## src/rtl/axi_read_burst_split_if.sv

```systemverilog
// AXI4 read-channel bundle (AR + R) between the burst splitter and the
// memory side.
//   master : the burst splitter; drives AR, accepts R.
//   slave  : the memory/interconnect; accepts AR, drives R.
interface axi_read_burst_split_if #(
  parameter int ADDR_WIDTH = 32,
  parameter int DATA_WIDTH = 64
);
  logic [ADDR_WIDTH-1:0] araddr;
  logic                  arvalid;
  logic                  arready;
  logic [7:0]            arlen;
  logic [2:0]            arsize;
  logic [1:0]            arburst;
  logic [2:0]            arprot;
  logic                  arlock;
  logic [DATA_WIDTH-1:0] rdata;
  logic [1:0]            rresp;
  logic                  rlast;
  logic                  rvalid;
  logic                  rready;

  modport master (
    output araddr, arvalid, arlen, arsize, arburst, arprot, arlock, rready,
    input  arready, rdata, rresp, rlast, rvalid
  );

  modport slave (
    input  araddr, arvalid, arlen, arsize, arburst, arprot, arlock, rready,
    output arready, rdata, rresp, rlast, rvalid
  );
endinterface

```

## src/rtl/axi_read_burst_split.sv

```systemverilog
// Reads byte_length bytes starting at start_addr over AXI4 using INCR bursts
// of at most C_MAX_BURST_LEN beats that never cross a 4 KB boundary, and
// streams every returned beat into a BRAM write port with a running index.
//
// Ports
//   m_axi_aclk, m_axi_aresetn : clock, async active-low reset
//   m_axi                     : AXI read channels (AR, R), master side
//   run/start_addr/byte_length: start request, sampled only when idle
//   busy, done, error         : status (done is a one-cycle pulse, error is
//                               sticky until the next accepted run)
//   bram_write_*              : one write per accepted beat, one cycle later
//
// state  | meaning
// -------+-----------------------------------------------------------
// IDLE   | waiting for run
// ADDR   | arvalid high, holding araddr/arlen until arready
// DATA   | rready high, counting beats of the outstanding burst
// FINISH | done pulse, busy drops, back to IDLE
module axi_read_burst_split #(
  parameter int C_M_AXI_ADDR_WIDTH = 32,
  parameter int C_M_AXI_DATA_WIDTH = 64,
  parameter int C_MAX_BURST_LEN    = 16,
  parameter int C_LEN_WIDTH        = 16,
  parameter int C_BRAM_ADDR_WIDTH  = 10
) (
  input  logic                          m_axi_aclk,
  input  logic                          m_axi_aresetn,
  axi_read_burst_split_if.master        m_axi,
  input  logic                          run,
  input  logic [C_M_AXI_ADDR_WIDTH-1:0] start_addr,
  input  logic [C_LEN_WIDTH-1:0]        byte_length,
  output logic                          busy,
  output logic                          done,
  output logic                          error,
  output logic                          bram_write_enable,
  output logic [C_BRAM_ADDR_WIDTH-1:0]  bram_write_index,
  output logic [C_M_AXI_DATA_WIDTH-1:0] bram_write_data
);
  localparam int AW        = C_M_AXI_ADDR_WIDTH;
  localparam int LW        = C_LEN_WIDTH;
  localparam int SIZE_LOG2 = $clog2(C_M_AXI_DATA_WIDTH / 8);
  localparam logic [8:0] MAX_LEN = 9'(C_MAX_BURST_LEN);

  typedef enum logic [1:0] {S_IDLE, S_ADDR, S_DATA, S_FINISH} state_t;

  state_t                         state_q, state_d;
  logic [AW-1:0]                  addr_q, addr_d;
  logic [LW-1:0]                  rem_q, rem_d;
  logic [7:0]                     arlen_q;
  logic [8:0]                     beat_cnt_q;
  logic [C_BRAM_ADDR_WIDTH-1:0]   wr_cnt_q;
  logic                           accept, beat, last_beat, load_len;

  logic [8:0]    burst_len;
  logic [LW-1:0] n_beats;
  logic [AW-1:0] aligned_addr;
  logic [12:0]   room_bytes, room_beats;
  logic [8:0]    rem_sat, room_sat, len_new;

  assign burst_len    = {1'b0, arlen_q} + 9'd1;
  assign n_beats      = byte_length >> SIZE_LOG2;
  assign aligned_addr = start_addr & ~AW'((1 << SIZE_LOG2) - 1);

  // Length of the burst that starts at addr_d with rem_d beats still to go:
  // min(remaining, max burst, beats left before the next 4 KB page).
  assign room_bytes = 13'h1000 - {1'b0, addr_d[11:0]};
  assign room_beats = room_bytes >> SIZE_LOG2;
  assign rem_sat    = (32'(rem_d) > 32'(C_MAX_BURST_LEN)) ? MAX_LEN : 9'(rem_d);
  assign room_sat   = (room_beats > 13'(C_MAX_BURST_LEN)) ? MAX_LEN : room_beats[8:0];
  assign len_new    = (rem_sat < room_sat) ? rem_sat : room_sat;

  always_comb begin
    state_d   = state_q;
    addr_d    = addr_q;
    rem_d     = rem_q;
    accept    = 1'b0;
    beat      = 1'b0;
    last_beat = 1'b0;
    load_len  = 1'b0;
    case (state_q)
      S_IDLE: begin
        if (run) begin
          accept = 1'b1;
          if (n_beats != '0) begin
            addr_d   = aligned_addr;
            rem_d    = n_beats;
            load_len = 1'b1;
            state_d  = S_ADDR;
          end else begin
            state_d = S_FINISH;
          end
        end
      end
      S_ADDR: begin
        if (m_axi.arready) state_d = S_DATA;
      end
      S_DATA: begin
        if (m_axi.rvalid) begin
          beat = 1'b1;
          // Burst end is counted in beats; rlast is only cross-checked.
          if (beat_cnt_q == {1'b0, arlen_q}) begin
            last_beat = 1'b1;
            addr_d    = addr_q + (AW'(burst_len) << SIZE_LOG2);
            rem_d     = rem_q - LW'(burst_len);
            if (rem_d != '0) begin
              load_len = 1'b1;
              state_d  = S_ADDR;
            end else begin
              state_d = S_FINISH;
            end
          end
        end
      end
      S_FINISH: state_d = S_IDLE;
      default:  state_d = S_IDLE;
    endcase
  end

  always_ff @(posedge m_axi_aclk or negedge m_axi_aresetn) begin
    if (!m_axi_aresetn) begin
      state_q           <= S_IDLE;
      addr_q            <= '0;
      rem_q             <= '0;
      arlen_q           <= '0;
      beat_cnt_q        <= '0;
      wr_cnt_q          <= '0;
      busy              <= 1'b0;
      error             <= 1'b0;
      bram_write_enable <= 1'b0;
      bram_write_index  <= '0;
      bram_write_data   <= '0;
    end else begin
      state_q           <= state_d;
      addr_q            <= addr_d;
      rem_q             <= rem_d;
      bram_write_enable <= beat;
      if (load_len) arlen_q <= 8'(len_new - 9'd1);

      if (accept || last_beat) beat_cnt_q <= '0;
      else if (beat)           beat_cnt_q <= beat_cnt_q + 9'd1;

      if (accept) begin
        wr_cnt_q         <= '0;
        bram_write_index <= '0;
      end else if (beat) begin
        wr_cnt_q         <= wr_cnt_q + 1'b1;
        bram_write_index <= wr_cnt_q;
        bram_write_data  <= m_axi.rdata;
      end

      if (accept)                  busy <= 1'b1;
      else if (state_q == S_FINISH) busy <= 1'b0;

      if (accept) error <= 1'b0;
      else if (beat && ((m_axi.rresp != 2'b00) || (m_axi.rlast != last_beat)))
        error <= 1'b1;
    end
  end

  assign m_axi.arvalid = (state_q == S_ADDR);
  assign m_axi.araddr  = addr_q;
  assign m_axi.arlen   = arlen_q;
  assign m_axi.arsize  = 3'(SIZE_LOG2);
  assign m_axi.arburst = 2'b01;
  assign m_axi.arprot  = 3'b000;
  assign m_axi.arlock  = 1'b0;
  assign m_axi.rready  = (state_q == S_DATA);
  assign done          = (state_q == S_FINISH);
endmodule

```

## src/flat_wrapper.sv

```systemverilog
// flat-port wrapper written by rule: the top's interface ports become plain ports
module axi_read_burst_split_flat 
#(
  parameter int C_M_AXI_ADDR_WIDTH = 32,
  parameter int C_M_AXI_DATA_WIDTH = 64,
  parameter int C_MAX_BURST_LEN    = 16,
  parameter int C_LEN_WIDTH        = 16,
  parameter int C_BRAM_ADDR_WIDTH  = 10
)
  (m_axi_aclk, m_axi_aresetn, run, start_addr, byte_length, busy, done, error, bram_write_enable, bram_write_index, bram_write_data, m_axi_araddr, m_axi_arvalid, m_axi_arlen, m_axi_arsize, m_axi_arburst, m_axi_arprot, m_axi_arlock, m_axi_rready, m_axi_arready, m_axi_rdata, m_axi_rresp, m_axi_rlast, m_axi_rvalid);
  axi_read_burst_split_if #(.ADDR_WIDTH((32)), .DATA_WIDTH((64))) m_axi_i ();
  input  logic m_axi_aclk;
  input  logic m_axi_aresetn;
  input  logic run;
  input  logic [C_M_AXI_ADDR_WIDTH-1:0] start_addr;
  input  logic [C_LEN_WIDTH-1:0] byte_length;
  output logic busy;
  output logic done;
  output logic error;
  output logic bram_write_enable;
  output logic [C_BRAM_ADDR_WIDTH-1:0] bram_write_index;
  output logic [C_M_AXI_DATA_WIDTH-1:0] bram_write_data;
  output wire logic [$bits(m_axi_i.araddr)-1:0] m_axi_araddr;
  output wire logic [$bits(m_axi_i.arvalid)-1:0] m_axi_arvalid;
  output wire logic [$bits(m_axi_i.arlen)-1:0] m_axi_arlen;
  output wire logic [$bits(m_axi_i.arsize)-1:0] m_axi_arsize;
  output wire logic [$bits(m_axi_i.arburst)-1:0] m_axi_arburst;
  output wire logic [$bits(m_axi_i.arprot)-1:0] m_axi_arprot;
  output wire logic [$bits(m_axi_i.arlock)-1:0] m_axi_arlock;
  output wire logic [$bits(m_axi_i.rready)-1:0] m_axi_rready;
  input wire logic [$bits(m_axi_i.arready)-1:0] m_axi_arready;
  input wire logic [$bits(m_axi_i.rdata)-1:0] m_axi_rdata;
  input wire logic [$bits(m_axi_i.rresp)-1:0] m_axi_rresp;
  input wire logic [$bits(m_axi_i.rlast)-1:0] m_axi_rlast;
  input wire logic [$bits(m_axi_i.rvalid)-1:0] m_axi_rvalid;
  assign m_axi_araddr = m_axi_i.araddr;
  assign m_axi_arvalid = m_axi_i.arvalid;
  assign m_axi_arlen = m_axi_i.arlen;
  assign m_axi_arsize = m_axi_i.arsize;
  assign m_axi_arburst = m_axi_i.arburst;
  assign m_axi_arprot = m_axi_i.arprot;
  assign m_axi_arlock = m_axi_i.arlock;
  assign m_axi_rready = m_axi_i.rready;
  assign m_axi_i.arready = m_axi_arready;
  assign m_axi_i.rdata = m_axi_rdata;
  assign m_axi_i.rresp = m_axi_rresp;
  assign m_axi_i.rlast = m_axi_rlast;
  assign m_axi_i.rvalid = m_axi_rvalid;
  axi_read_burst_split #(.C_M_AXI_ADDR_WIDTH(C_M_AXI_ADDR_WIDTH), .C_M_AXI_DATA_WIDTH(C_M_AXI_DATA_WIDTH), .C_MAX_BURST_LEN(C_MAX_BURST_LEN), .C_LEN_WIDTH(C_LEN_WIDTH), .C_BRAM_ADDR_WIDTH(C_BRAM_ADDR_WIDTH)) u_core (.m_axi_aclk(m_axi_aclk), .m_axi_aresetn(m_axi_aresetn), .m_axi(m_axi_i), .run(run), .start_addr(start_addr), .byte_length(byte_length), .busy(busy), .done(done), .error(error), .bram_write_enable(bram_write_enable), .bram_write_index(bram_write_index), .bram_write_data(bram_write_data));
endmodule
```

## config.mk

```make
export PLATFORM = sky130hd
export DESIGN_NAME = axi_read_burst_split_flat
export DESIGN_NICKNAME = d
export VERILOG_FILES = /design/src/rtl/axi_read_burst_split_if.sv /design/src/rtl/axi_read_burst_split.sv /design/src/flat_wrapper.sv
export SDC_FILE = /design/constraint.sdc
export NUM_CORES = 1
export LEC_CHECK = 0
export BUFFER_PORTS_ARGS = -buffer_cell sky130_fd_sc_hd__buf_2
export CAP_MARGIN = 20
export CORE_ASPECT_RATIO = 0.6
export CORE_MARGIN = 8
export CORE_UTILIZATION = 45
export DETAILED_ROUTE_END_ITERATION = 7
export PLACE_DENSITY = 0.71
export SYNTH_ARGS = -nofsm -noshare
export SYNTH_HDL_FRONTEND = slang
export SYNTH_SLANG_ARGS = --single-unit
```

## constraint.sdc

```tcl
create_clock -name m_axi_aclk -period 6.47 [get_ports m_axi_aclk]
set_input_delay 1.294 -clock m_axi_aclk [delete_from_list [all_inputs] [get_ports m_axi_aclk]]
set_output_delay 1.294 -clock m_axi_aclk [all_outputs]
set_load 0.05 [all_outputs]
```

==> summary.txt, run 1 <==
Cells and area
  • Final Net Count: 1397
  • Post-Layout Cell Count: 1501
  • Share of layout cells above drive strength 1: 0.270
  • Area Growth Syn to Fin: 26.4%
  • Diode count: 0
  • Final core utilization: 0.573

Detailed routing
  • Vias/cell: 5.32
  • DRT Wirelength: 25700 um
  • Avg WL per Cell: 17.1 um
  • Number of DRC markers in iteration 0: 694
  • Number of remaining DRC errors: 0
  • Pre-Repair DR Iteration Count: 5
  • Vias: 7979
  • Final ANT Viol Nets: 0

Die
  • Core Area: 0.0188 sq mm
  • Row cnt: 39
  • IO Pins: 249
  • DIE HEIGHT: 123 um
  • Initial Util: 0.454
  • Die X: 194 um
  • Die area: 0.0238 sq mm

STA
  • Clock skew: 0.00985 ns
  • Post-route clock period utilization: 0.959
  • Slew headroom: 0.334
  • Worst slew pin tran: 0.998 ns
  • Final Hold Viols: 0
  • Post-layout min period: 6.20 ns
  • Fin. max-slew vios: 0
  • Setup violators final: 0
  • Max Freq: 161 MHz

Power
  • Peak supply drop: 0.303 mV
  • Pleak: 5.62 nW
  • Combinational power share: 0.576
  • Power Internal: 2.96 mW
  • Switching Fraction: 0.522
  • Final Power: 6.19 mW
  • Clock Power Share: 0.162
  • NetSw: 3.23 mW
  • Sequential power share: 0.263
  • Power Dens Cells: 573 mW/mm^2

Clock network
  • CTS tree: built
  • Worst skew pair latency: 0.42 ns
  • Hold buffers post-CTS: 0
  • CTS Buf Count: 17
  • CTS H-tree lvls: 4
  • Sink Count: 154
  • Clk buf depth: 2
  • Worst-path clk slew: 0.07 ns
  • Root Buffer: clkbuf_16

Worst setup path
  • Startpoint type of the worst setup path: register
  • Max FO, Critical Path: 6
  • Crit path arrival time: 6.52 ns
  • R2r endpoint: u_core.m_axi.arlen[3]
  • CP endpoint kind: register
  • R2R depth: 27
  • Reg-to-reg setup timing slack: 0.27 ns
  • Worst EP required: 6.79 ns
  • R2r startpoint: u_core.m_axi.arlen[1]
  • Path type of the worst setup path: reg2reg

Run status
  • Outcome: completed

Yosys
  • Number of synthesized flops with an enable pin: 0
  • #FFs+latches synth: 154
  • Post-synthesis sequential area ratio: 0.451
  • Netlist cell types: 66
  • Post-Syn Area: 0.00855 sq mm
  • Yosys warns: 0
  • Post-Syn Area per Cell: 8.68 sq um
  • Cells after Synth: 985
  • Ys async rst share: 1.00
  • Predominant post-synthesis flop cell: dfrtp_1

Global route
  • Grt ovf: 0
  • Global-route wire length before repair: 40600 um
  • Total track usage: 0.209
  • Largest net degree at the start of global routing: 103
  • Initial antenna violation count: 0
  • Vias in the first global route: 7724

Min path
  • Cells on Worst Hold Path: 2
  • WHS Endpoint: u_core.bram_write_data[40]
  • Min-Delay Startpoint: u_core.bram_write_data[40]
  • Hold Path Class: reg2reg

Placed design
  • Final HPWL DP: 19300 um
  • Placer Congestion: 0.900
  • IO Port Bufs: 233
  • Placed insts: 1465

Flow run
  • Max Cap Violations: 0
-- what timing repair did --
item | in CTS | in global routing
hold endpoints to repair | 0 | 0
endpoints found under the setup margin | 0 | 8
gates resized for setup | 0 | 13
buffers inserted | 0 | 4
-- metal layers --
metal | track usage | part of all wire | up-vias
li1 | - | - | 3924
met1 | 0.293 | 0.47 | 3800
met2 | 0.316 | 0.45 | 238
met3 | 0.0608 | 0.072 | 17
met4 | 0.0461 | 0.0073 | 0
met5 | 0 | 0 | -
-- kinds of logic (layout without fill, tap and decap cells) --
logic type	count (synthesis)	count (layout)	share of synthesized area
multiplexers	7	7	0.00922
buffers and inverters	90	345	0.0447
flip-flops	154	154	0.451
adder cells (fa/ha/maj)	34	34	0.0515
AO/OA/AOI/OAI	191	191	0.154
XOR/XNOR	44	44	0.0451
AND/OR/NAND/NOR	463	463	0.243
other	2	17	0.000879
-- state kept, by name, indices dropped and copies added, names as in the netlist --
register                  flops
u_core.bram_write_data       64
u_core.rem_q                 16
u_core.bram_write_index      10
u_core.state_q                2
u_core.m_axi.araddr          32
u_core.wr_cnt_q              10
u_core.m_axi.arlen            8
u_core.error                  1
u_core.beat_cnt_q             9
u_core.bram_write_enable      1
u_core.busy                   1
-- worst max-delay path by stage --
stage / from / slack [ns] / to
after detailed placement: u_core.m_axi.arlen[1] / 0.06 / u_core.m_axi.arlen[3]
after CTS: u_core.m_axi.arlen[1] / 0.02 / u_core.m_axi.arlen[3]
after global placement: u_core.m_axi.arlen[0] / 0.13 / u_core.m_axi.arlen[4]
after global routing: u_core.m_axi.arlen[1] / -0.04 / u_core.m_axi.arlen[4]
final: u_core.m_axi.arlen[1] / 0.27 / u_core.m_axi.arlen[3]
after floorplan: u_core.m_axi.arlen[2] / 0.34 / u_core.m_axi.arlen[4]
-- critical path, stage by stage, from the launching register on --
cell and delay, ns:
dfrtp_2 0.44, and3_1 0.18, nand3_1 0.12, nor2_1 0.16, xor2_1 0.31, inv_1 0.08, ha_1 0.36, o211a_1 0.28
a221oi_2 0.32, and2_1 0.21, nor3b_2 0.26, mux2i_1 0.15, a2111oi_2 0.38, and4b_1 0.34, nand3_1 0.14, inv_1 0.08
ha_1 0.23, a21o_1 0.16, a21o_1 0.16, a21o_1 0.16, a21o_1 0.17, a21oi_1 0.18, o21ai_2 0.13, a211oi_4 0.23
buf_4 0.20, mux2_4 0.30, and3_1 0.19, o31ai_2 0.18
-- power groups by stage --
stage / clock network (mW) / logic [mW] / registers, mW
4_1_cts: 1.03 / 3.52 / 1.62
6_report: 1.00 / 3.56 / 1.63
5_1_grt: 1.06 / 3.83 / 1.67
3_5_place_dp: 0 / 3.51 / 1.63
2_1_floorplan: 0 / 1.54 / 2.64
3_3_place_gp: 0 / 3.45 / 1.61
-- layout by cell type, fill, tap and decap left out, types with 23 or more instances in the layout --
master   synthesis  routed
a21oi_1         34      32
buf_2            2     232
buf_4           11      43
dfrtp_1        154     151
ha_1            32      32
inv_1           37      37
nand2_1        269     268
nand3_1         27      27
nor2_1          56      54
o21ai_0         48      47
xor2_1          24      23
-- synth_stat cells, drive strengths merged, types with 5 or more instances --
| cell type | number | area, sq um |
|---|---|---|
| nand2 | 269 | 1010 |
| dfrtp | 154 | 3850 |
| nor2 | 56 | 210 |
| o21ai | 54 | 270 |
| inv | 38 | 143 |
| a21oi | 34 | 170 |
| clkbuf | 33 | 124 |
| ha | 32 | 400 |
| nand3 | 27 | 135 |
| xor2 | 24 | 210 |
| xnor2 | 20 | 175 |
| buf | 19 | 115 |
| and3 | 17 | 106 |
| a21o | 13 | 97.6 |
| nand4 | 13 | 81.3 |
| nor3 | 13 | 65.1 |
| nor4 | 13 | 87.6 |
| a31oi | 11 | 68.8 |
| a22o | 10 | 87.6 |
| a221o | 9 | 90.1 |
| and2 | 9 | 56.3 |
| a22oi | 8 | 60.1 |
| nor2b | 8 | 50.1 |
| o211ai | 8 | 60.1 |
| o311ai | 8 | 70.1 |
| or3 | 8 | 50.1 |
| nand2b | 6 | 37.5 |
| or4 | 6 | 48.8 |
| a211oi | 5 | 50.1 |
| nor3b | 5 | 37.5 |
-- metrics by stage --
stage / hold WS [ns] / area, sq um / setup slack [ns] / TNS, ns
after floorplan: 0.457 / 8600 / 0.341 / 0
after global placement: 0.452 / 10100 / 0.133 / 0
after detailed placement: 0.457 / 10100 / 0.0618 / 0
after CTS: 0.473 / 10700 / 0.0233 / 0
after global routing: 0.487 / 10800 / -0.0369 / -0.0369
final: 0.467 / 10800 / 0.268 / 0
-- final cells by class --
cell class | count | area, sq um
tap | 246 | 308
timing repair buffer | 276 | 1500
clock inverter | 14 | 160
inverter | 38 | 143
sequential | 154 | 3860
clock buffer | 17 | 425
fill | 1748 | 8040
multi-input combinational | 756 | 4410
(Power assumes the default switching activity.)
==> inputs of run 2 (changes only) <==
ABC_AREA = 1   (was default)
PLACE_DENSITY = 0.7   (was 0.71)
==> run 2 against run 1 <==
  * Sequential power up 4%
  * Via count grew 21%
  * Critical path depth increased by 6
  * Die area is 10% higher
  * Cell area is 7.2% higher
  * Largest power group unchanged
==> summary.txt, run 2 <==
Detailed routing
  • Max Used Layer: met4 (unchanged)
  • Avg WL per Cell: 16.4 um (was 17.1 um)
  • Met3 routed WL: 3520 um (was 1850 um)
  • Detailed route wirelength on metal2: 12600 um (was 11500 um)
  • Vias: 9642 (was 7979)
  • Vias/cell: 5.18 (was 5.32)
  • Number of remaining DRC errors: 0 (unchanged)
  • Number of DRC markers in iteration 0: 961 (was 694)
  • Pre-Repair DR Iteration Count: 7 (was 5)
  • WL met1: 14100 um (was 12200 um)
  • DRT Wirelength: 30500 um (was 25700 um)
  • Final ANT Viol Nets: 0 (unchanged)

Min path
  • Hold Path Class: reg2reg (unchanged)

Cells and area
  • Most common cell after layout, fill and taps aside: nand2_1 (unchanged)
  • Max FFs per register: 64 (unchanged)
  • Final Net Count: 1725 (was 1397)
  • Finished Cell Area: 0.0116 sq mm (was 0.0108 sq mm)
  • Area Growth Syn to Fin: 21.8% (was 26.4%)
  • Fillers: 1998 (was 1748)
  • Diode count: 0 (unchanged)
  • Share of layout cells above drive strength 1: 0.211 (was 0.270)
  • Most frequent cells in the layout: nand2_1, buf_2, dfrtp_1 (unchanged)
  • Largest Register: u_core.bram_write_data (unchanged)

Worst setup path
  • Worst EP required: 6.84 ns (was 6.79 ns)
  • Path type of the worst setup path: reg2reg (unchanged)
  • Crit path arrival time: 6.03 ns (was 6.52 ns)
  • Startpoint type of the worst setup path: register (unchanged)
  • Worst path max stage delay: 0.52 ns (was 0.44 ns)
  • Max FO, Critical Path: 7 (was 6)
  • Top delay family on crit path: simple AND/OR/NAND/NOR gates (was compound AO/OA/AOI/OAI gates)
  • Slowest cell on the critical path: dfrtp_1 (was dfrtp_2)
  • Cell repeated most along the worst path: nand2_1 (was a21o_1)
  • CP endpoint kind: register (unchanged)
  • Worst Path Buf+Inv: 2 (was 3)

Yosys
  • Post-synthesis sequential area ratio: 0.405 (was 0.451)
  • Synth area leaders: dfrtp_1, nand2_1, inv_1 (was dfrtp_1, nand2_1, ha_1)
  • #FFs+latches synth: 154 (unchanged)
  • Predominant post-synthesis flop cell: dfrtp_1 (unchanged)
  • Top cells by count, synth: nand2_1, dfrtp_1, inv_1 (was nand2_1, dfrtp_1, nor2_1)
  • Number of synthesized flops with an enable pin: 0 (unchanged)
  • Area leader, netlist: dfrtp_1 (unchanged)
  • Share of the synthesized area in the top cell type: 0.405 (was 0.451)
  • Yosys warns: 0 (unchanged)
  • Ys async rst share: 1.00 (unchanged)
  • Post-Syn Area per Cell: 7.11 sq um (was 8.68 sq um)
  • Post-Syn Area: 0.00950 sq mm (was 0.00855 sq mm)
  • Count leader, synth: nand2_1 (unchanged)
  • Netlist cell types: 55 (was 66)
  • Cells after Synth: 1336 (was 985)

Die
  • Initial Util: 0.455 (was 0.454)
  • Die X: 204 um (was 194 um)
  • Die area: 0.0262 sq mm (was 0.0238 sq mm)
  • Row cnt: 41 (was 39)
  • Core Area: 0.0209 sq mm (was 0.0188 sq mm)
  • DIE HEIGHT: 129 um (was 123 um)
  • IO Pins: 249 (unchanged)

STA
  • Post-layout min period: 5.66 ns (was 6.20 ns)
  • Post-route clock period utilization: 0.875 (was 0.959)
  • Fin. max-slew vios: 0 (unchanged)
  • Clock skew: 0.0123 ns (was 0.00985 ns)
  • Setup violators final: 0 (unchanged)
  • RSZ-0062 raised after global routing: false
  • Worst slew pin tran: 0.970 ns (was 0.998 ns)
  • Final Hold Viols: 0 (unchanged)
  • Max Freq: 177 MHz (was 161 MHz)
  • Hold Slack: 0.475 ns (was 0.467 ns)
  • Slew headroom: 0.351 (was 0.334)
  • Fin Setup TNS: 0 ns (unchanged)

Clock network
  • Worst skew pair latency: 0.43 ns (was 0.42 ns)
  • Sink Count: 154 (unchanged)
  • Clk buf depth: 2 (unchanged)
  • Worst-path clk slew: 0.07 ns (about the same)
  • CTS H-tree lvls: 4 (unchanged)
  • Hold buffers post-CTS: 0 (unchanged)
  • CTS-repair resized insts: 0 (unchanged)
  • CTS tree: built (unchanged)
  • Root Buffer: clkbuf_16 (unchanged)
  • Postcts setup bufs: 0 (unchanged)
  • CTS Buf Count: 17 (unchanged)

Placed design
  • IO Port Bufs: 233 (unchanged)
  • Placer Congestion: 1.01 (was 0.900)
  • Cell Area, Placed: 0.0109 sq mm (was 0.0101 sq mm)
  • Final HPWL DP: 23400 um (was 19300 um)

Global route
  • Total track usage: 0.233 (was 0.209)
  • Global-route wire length before repair: 48700 um (was 40600 um)
  • Grt ovf: 0 (unchanged)
  • Initial antenna violation count: 0 (unchanged)
  • Vias in the first global route: 9126 (was 7724)
  • Largest net degree at the start of global routing: 91 (was 103)

Run status
  • Outcome: completed (unchanged)

Power
  • Peak supply drop: 0.392 mV (was 0.303 mV)
  • Pleak: 6.47 nW (was 5.62 nW)
  • Power Dens Cells: 578 mW/mm^2 (was 573 mW/mm^2)

Flow run
  • Max Cap Violations: 0 (unchanged)
==> run 2: worst paths after layout <==
check	depth (start not counted)	from	slack [ns]	end
max in group asynchronous	2	m_axi_aresetn	4.12	u_core.m_axi.araddr[4]
worst max register to register	33	u_core.m_axi.arlen[1]	0.81	u_core.m_axi.arlen[4]
min in group asynchronous	1	m_axi_aresetn	0.93	u_core.m_axi.araddr[19]
worst min register to register	2	u_core.bram_write_data[51]	0.48	u_core.bram_write_data[51]
worst max-delay path	33	u_core.m_axi.arlen[1]	0.81	u_core.m_axi.arlen[4]
worst min-delay path	2	u_core.bram_write_data[51]	0.48	u_core.bram_write_data[51]
==> run 2: layout make-up <==
type,instances,area [sq um],share of cell area
Clock buffer,17,425,0.0368
Clock inverter,15,203,0.0175
Inverter,155,583,0.0504
Multi-Input combinational cell,996,4870,0.421
Sequential cell,154,3850,0.333
Tap cell,279,349,0.0302
Timing Repair Buffer,247,1290,0.111
==> run 2: stage by stage <==
stage | utilization | std cells | setup slack (ns) | total power, mW
after CTS | 0.554 | 1863 | 1.00 | 6.67
after global routing | 0.554 | 1863 | 0.338 | 7.18
final | 0.554 | 1863 | 0.809 | 6.69
after floorplan | - | 1351 | 1.76 | 4.53
after global placement | 0.523 | 1830 | 1.01 | 5.50
after detailed placement | 0.524 | 1831 | 0.882 | 5.56
==> run 2: metal layers <==
layer	track usage	vias up
met5	0	-
met2	0.326	418
met4	0.0476	0
met3	0.0906	29
met1	0.336	4508
li1	-	4687
==> run 2: cell families (layout without fill, tap and decap cells) <==
kind of cell / after synthesis / in the layout / share of synthesized area
AO/OA/AOI/OAI: 111 / 111 / 0.0708
XOR/XNOR: 24 / 24 / 0.0221
adder cells (fa/ha/maj): 34 / 34 / 0.0463
buffers and inverters: 201 / 434 / 0.0882
flip-flops: 154 / 154 / 0.405
other: 2 / 17 / 0.000790
AND/OR/NAND/NOR: 810 / 810 / 0.366
==> run 2: worst min-delay path, delay by kind of cell (launching register included) <==
| kind | cells | cell delay [ns] |
|---|---|---|
| AND/OR/NAND/NOR | 2 | 0.10 |
| flip-flops | 1 | 0.34 |
==> run 2: report_power, final <==
| part | leakage [nW] | internal (mW) | switching [mW] |
|---|---|---|---|
| clock | 0.312 | 0.624 | 0.458 |
| sequential | 1.97 | 1.32 | 0.366 |
| combinational | 4.19 | 1.04 | 2.89 |
| total | 6.47 | 2.98 | 3.71 |
==> inputs of run 3 (changes only) <==
REMOVE_ABC_BUFFERS = 1   (was default)
==> run 3 against run 2 <==
  * Count of clock-buffer cells in the layout up 1
  * Clock power down 8%
  * Cell area down 1.0%
  * Total power down 2.3%
  * Sequential power about the same
  * Via count down 2.2%
  * Sequential share of layout area up 0.35 points
  * Worst setup slack worse by 0.027 ns
  * Die area unchanged
  * Critical path type unchanged
  * Highest routed layer unchanged
==> summary.txt, run 3 (same netlist as run 2, synthesis figures left out) <==
Clock network
  • Hold buffers post-CTS: 0 (unchanged)
  • Postcts setup bufs: 0 (unchanged)
  • CTS-repair resized insts: 0 (unchanged)
  • Sink Count: 154 (unchanged)
  • Clk buf depth: 2 (unchanged)
  • Root Buffer: clkbuf_16 (unchanged)
  • Worst-path clk slew: 0.07 ns (about the same)
  • CTS Buf Count: 17 (unchanged)
  • CTS H-tree lvls: 4 (unchanged)
  • CTS tree: built (unchanged)
  • Worst skew pair latency: 0.44 ns (was 0.43 ns)

Detailed routing
  • Detailed route wirelength on metal2: 12900 um (was 12600 um)
  • Number of DRC markers in iteration 0: 848 (was 961)
  • Met3 routed WL: 2240 um (was 3520 um)
  • Number of remaining DRC errors: 0 (unchanged)
  • WL met1: 13800 um (was 14100 um)
  • DRT Wirelength: 29500 um (was 30500 um)
  • Avg WL per Cell: 15.9 um (was 16.4 um)
  • Vias/cell: 5.08 (was 5.18)
  • Final ANT Viol Nets: 0 (unchanged)
  • Max Used Layer: met4 (unchanged)
  • Vias: 9426 (was 9642)
  • Pre-Repair DR Iteration Count: 5 (was 7)

Cells and area
  • Max FFs per register: 64 (unchanged)
  • Most frequent cells in the layout: nand2_1, buf_2, dfrtp_1 (unchanged)
  • Register area: 0.00385 sq mm (unchanged)
  • Finished Cell Area: 0.0115 sq mm (was 0.0116 sq mm)
  • Largest Register: u_core.bram_write_data (unchanged)
  • Share of layout cells above drive strength 1: 0.208 (was 0.211)
  • Final Net Count: 1718 (was 1725)
  • Area Growth Syn to Fin: 20.5% (was 21.8%)
  • Final core utilization: 0.549 (was 0.554)
  • Fillers: 2112 (was 1998)
  • Multi-input logic area: 0.00487 sq mm (unchanged)
  • Most common cell after layout, fill and taps aside: nand2_1 (unchanged)

Global route
  • Global-route wire length before repair: 46800 um (was 48700 um)
  • Largest net degree at the start of global routing: 86 (was 91)
  • Total track usage: 0.223 (was 0.233)
  • Grt ovf: 0 (unchanged)
  • Initial antenna violation count: 1 (was 0)
  • Vias in the first global route: 8854 (was 9126)

Worst setup path
  • Crit path arrival time: 6.06 ns (was 6.03 ns)
  • Top delay family on crit path: simple AND/OR/NAND/NOR gates (unchanged)
  • Slowest cell on the critical path: dfrtp_1 (unchanged)
  • Worst Path Buf+Inv: 4 (was 2)
  • Worst path max stage delay: 0.49 ns (was 0.52 ns)
  • Max FO, Critical Path: 7 (unchanged)
  • Path type of the worst setup path: reg2reg (unchanged)
  • Cell repeated most along the worst path: nand2_1 (unchanged)
  • Startpoint type of the worst setup path: register (unchanged)
  • Worst EP required: 6.84 ns (about the same)
  • CP endpoint kind: register (unchanged)

Power
  • Power Dens Cells: 571 mW/mm^2 (was 578 mW/mm^2)
  • Sequential power share: 0.255 (was 0.252)
  • Peak supply drop: 0.411 mV (was 0.392 mV)
  • Power Internal: 2.86 mW (was 2.98 mW)
  • Pleak: 6.40 nW (was 6.47 nW)
  • Clock Power Share: 0.152 (was 0.162)
  • NetSw: 3.67 mW (was 3.71 mW)
  • Switching Fraction: 0.562 (was 0.555)
  • Combinational power share: 0.594 (was 0.587)

STA
  • Slew headroom: 0.406 (was 0.351)
  • Setup violators final: 0 (unchanged)
  • Max Freq: 176 MHz (was 177 MHz)
  • Fin. max-slew vios: 0 (unchanged)
  • RSZ-0062 raised after global routing: false (unchanged)
  • Fin Setup TNS: 0 ns (unchanged)
  • Final Hold Viols: 0 (unchanged)
  • Worst slew pin tran: 0.890 ns (was 0.970 ns)
  • Clock skew: 0.00884 ns (was 0.0123 ns)
  • Min setup slack post-route: 0.782 ns (was 0.809 ns)
  • Post-route clock period utilization: 0.879 (was 0.875)
  • Post-layout min period: 5.69 ns (was 5.66 ns)

Flow run
  • Max Cap Violations: 0 (unchanged)

Placed design
  • Placement Setup Slack: 0.657 ns (was 0.882 ns)
  • Final HPWL DP: 22100 um (was 23400 um)
  • IO Port Bufs: 233 (unchanged)
  • Cell Area, Placed: 0.0109 sq mm (about the same)
  • Placer Congestion: 0.956 (was 1.01)

Die
  • IO Pins: 249 (unchanged)
  • Die area: 0.0262 sq mm (unchanged)
  • Initial Util: 0.455 (unchanged)
  • DIE HEIGHT: 129 um (unchanged)
  • Row cnt: 41 (unchanged)
  • Core Area: 0.0209 sq mm (unchanged)
  • Die X: 204 um (unchanged)

Run status
  • Outcome: completed (unchanged)

Min path
  • Hold Path Class: reg2reg (unchanged)
[run 3: worst register-to-register path, delay by kind of cell (launching register included)]
kind / cells / cell delay (ns)
xor+xnor: 1 / 0.47
compound gates: 3 / 0.67
simple gates: 24 / 2.59
fa+ha+maj: 4 / 1.12
buf+inv: 4 / 0.30
flops: 1 / 0.49
[run 3: power by group through the flow]
stage	sequential, mW	clock [mW]	combinational (mW)
final	1.67	0.991	3.88
after CTS	1.66	1.01	3.86
after global routing	1.72	1.05	4.25
after global placement	1.65	0	3.79
after detailed placement	1.67	0	3.84
after floorplan	2.65	0	1.84
[run 3: final timing paths]
check / startpoint / slack, ns / to / depth (start not counted)
max: u_core.m_axi.arlen[1] / 0.78 / u_core.m_axi.arlen[4] / 36
max reg2reg: u_core.m_axi.arlen[1] / 0.78 / u_core.m_axi.arlen[4] / 36
max in group asynchronous: m_axi_aresetn / 4.13 / u_core.beat_cnt_q[5] / 2
min: u_core.bram_write_data[54] / 0.47 / u_core.bram_write_data[54] / 2
min in group asynchronous: m_axi_aresetn / 0.92 / u_core.bram_write_data[39] / 1
min reg2reg: u_core.bram_write_data[54] / 0.47 / u_core.bram_write_data[54] / 2
[run 3: stage by stage]
step,total power [mW],std cells,hold slack [ns]
2_1_floorplan,4.49,1305,0.508
3_3_place_gp,5.44,1824,0.457
3_5_place_dp,5.51,1824,0.459
4_1_cts,6.52,1856,0.477
5_1_grt,7.01,1857,0.494
6_report,6.54,1857,0.472
[run 3: cell type report]
class                   count  area share
clock inverters            14      0.0116
well taps                 279      0.0305
inverters                 155      0.0509
clock buffers              18      0.0383
repair buffers            240       0.107
multi-input cells         996       0.425
flip-flops and latches    154       0.336
diodes                      1    0.000218
[run 3: routing by layer]
metal / up-vias / GRT usage
li1: 4690 / -
met1: 4371 / 0.314
met2: 329 / 0.334
met3: 36 / 0.0515
met4: 0 / 0.0739
met5: - / 0
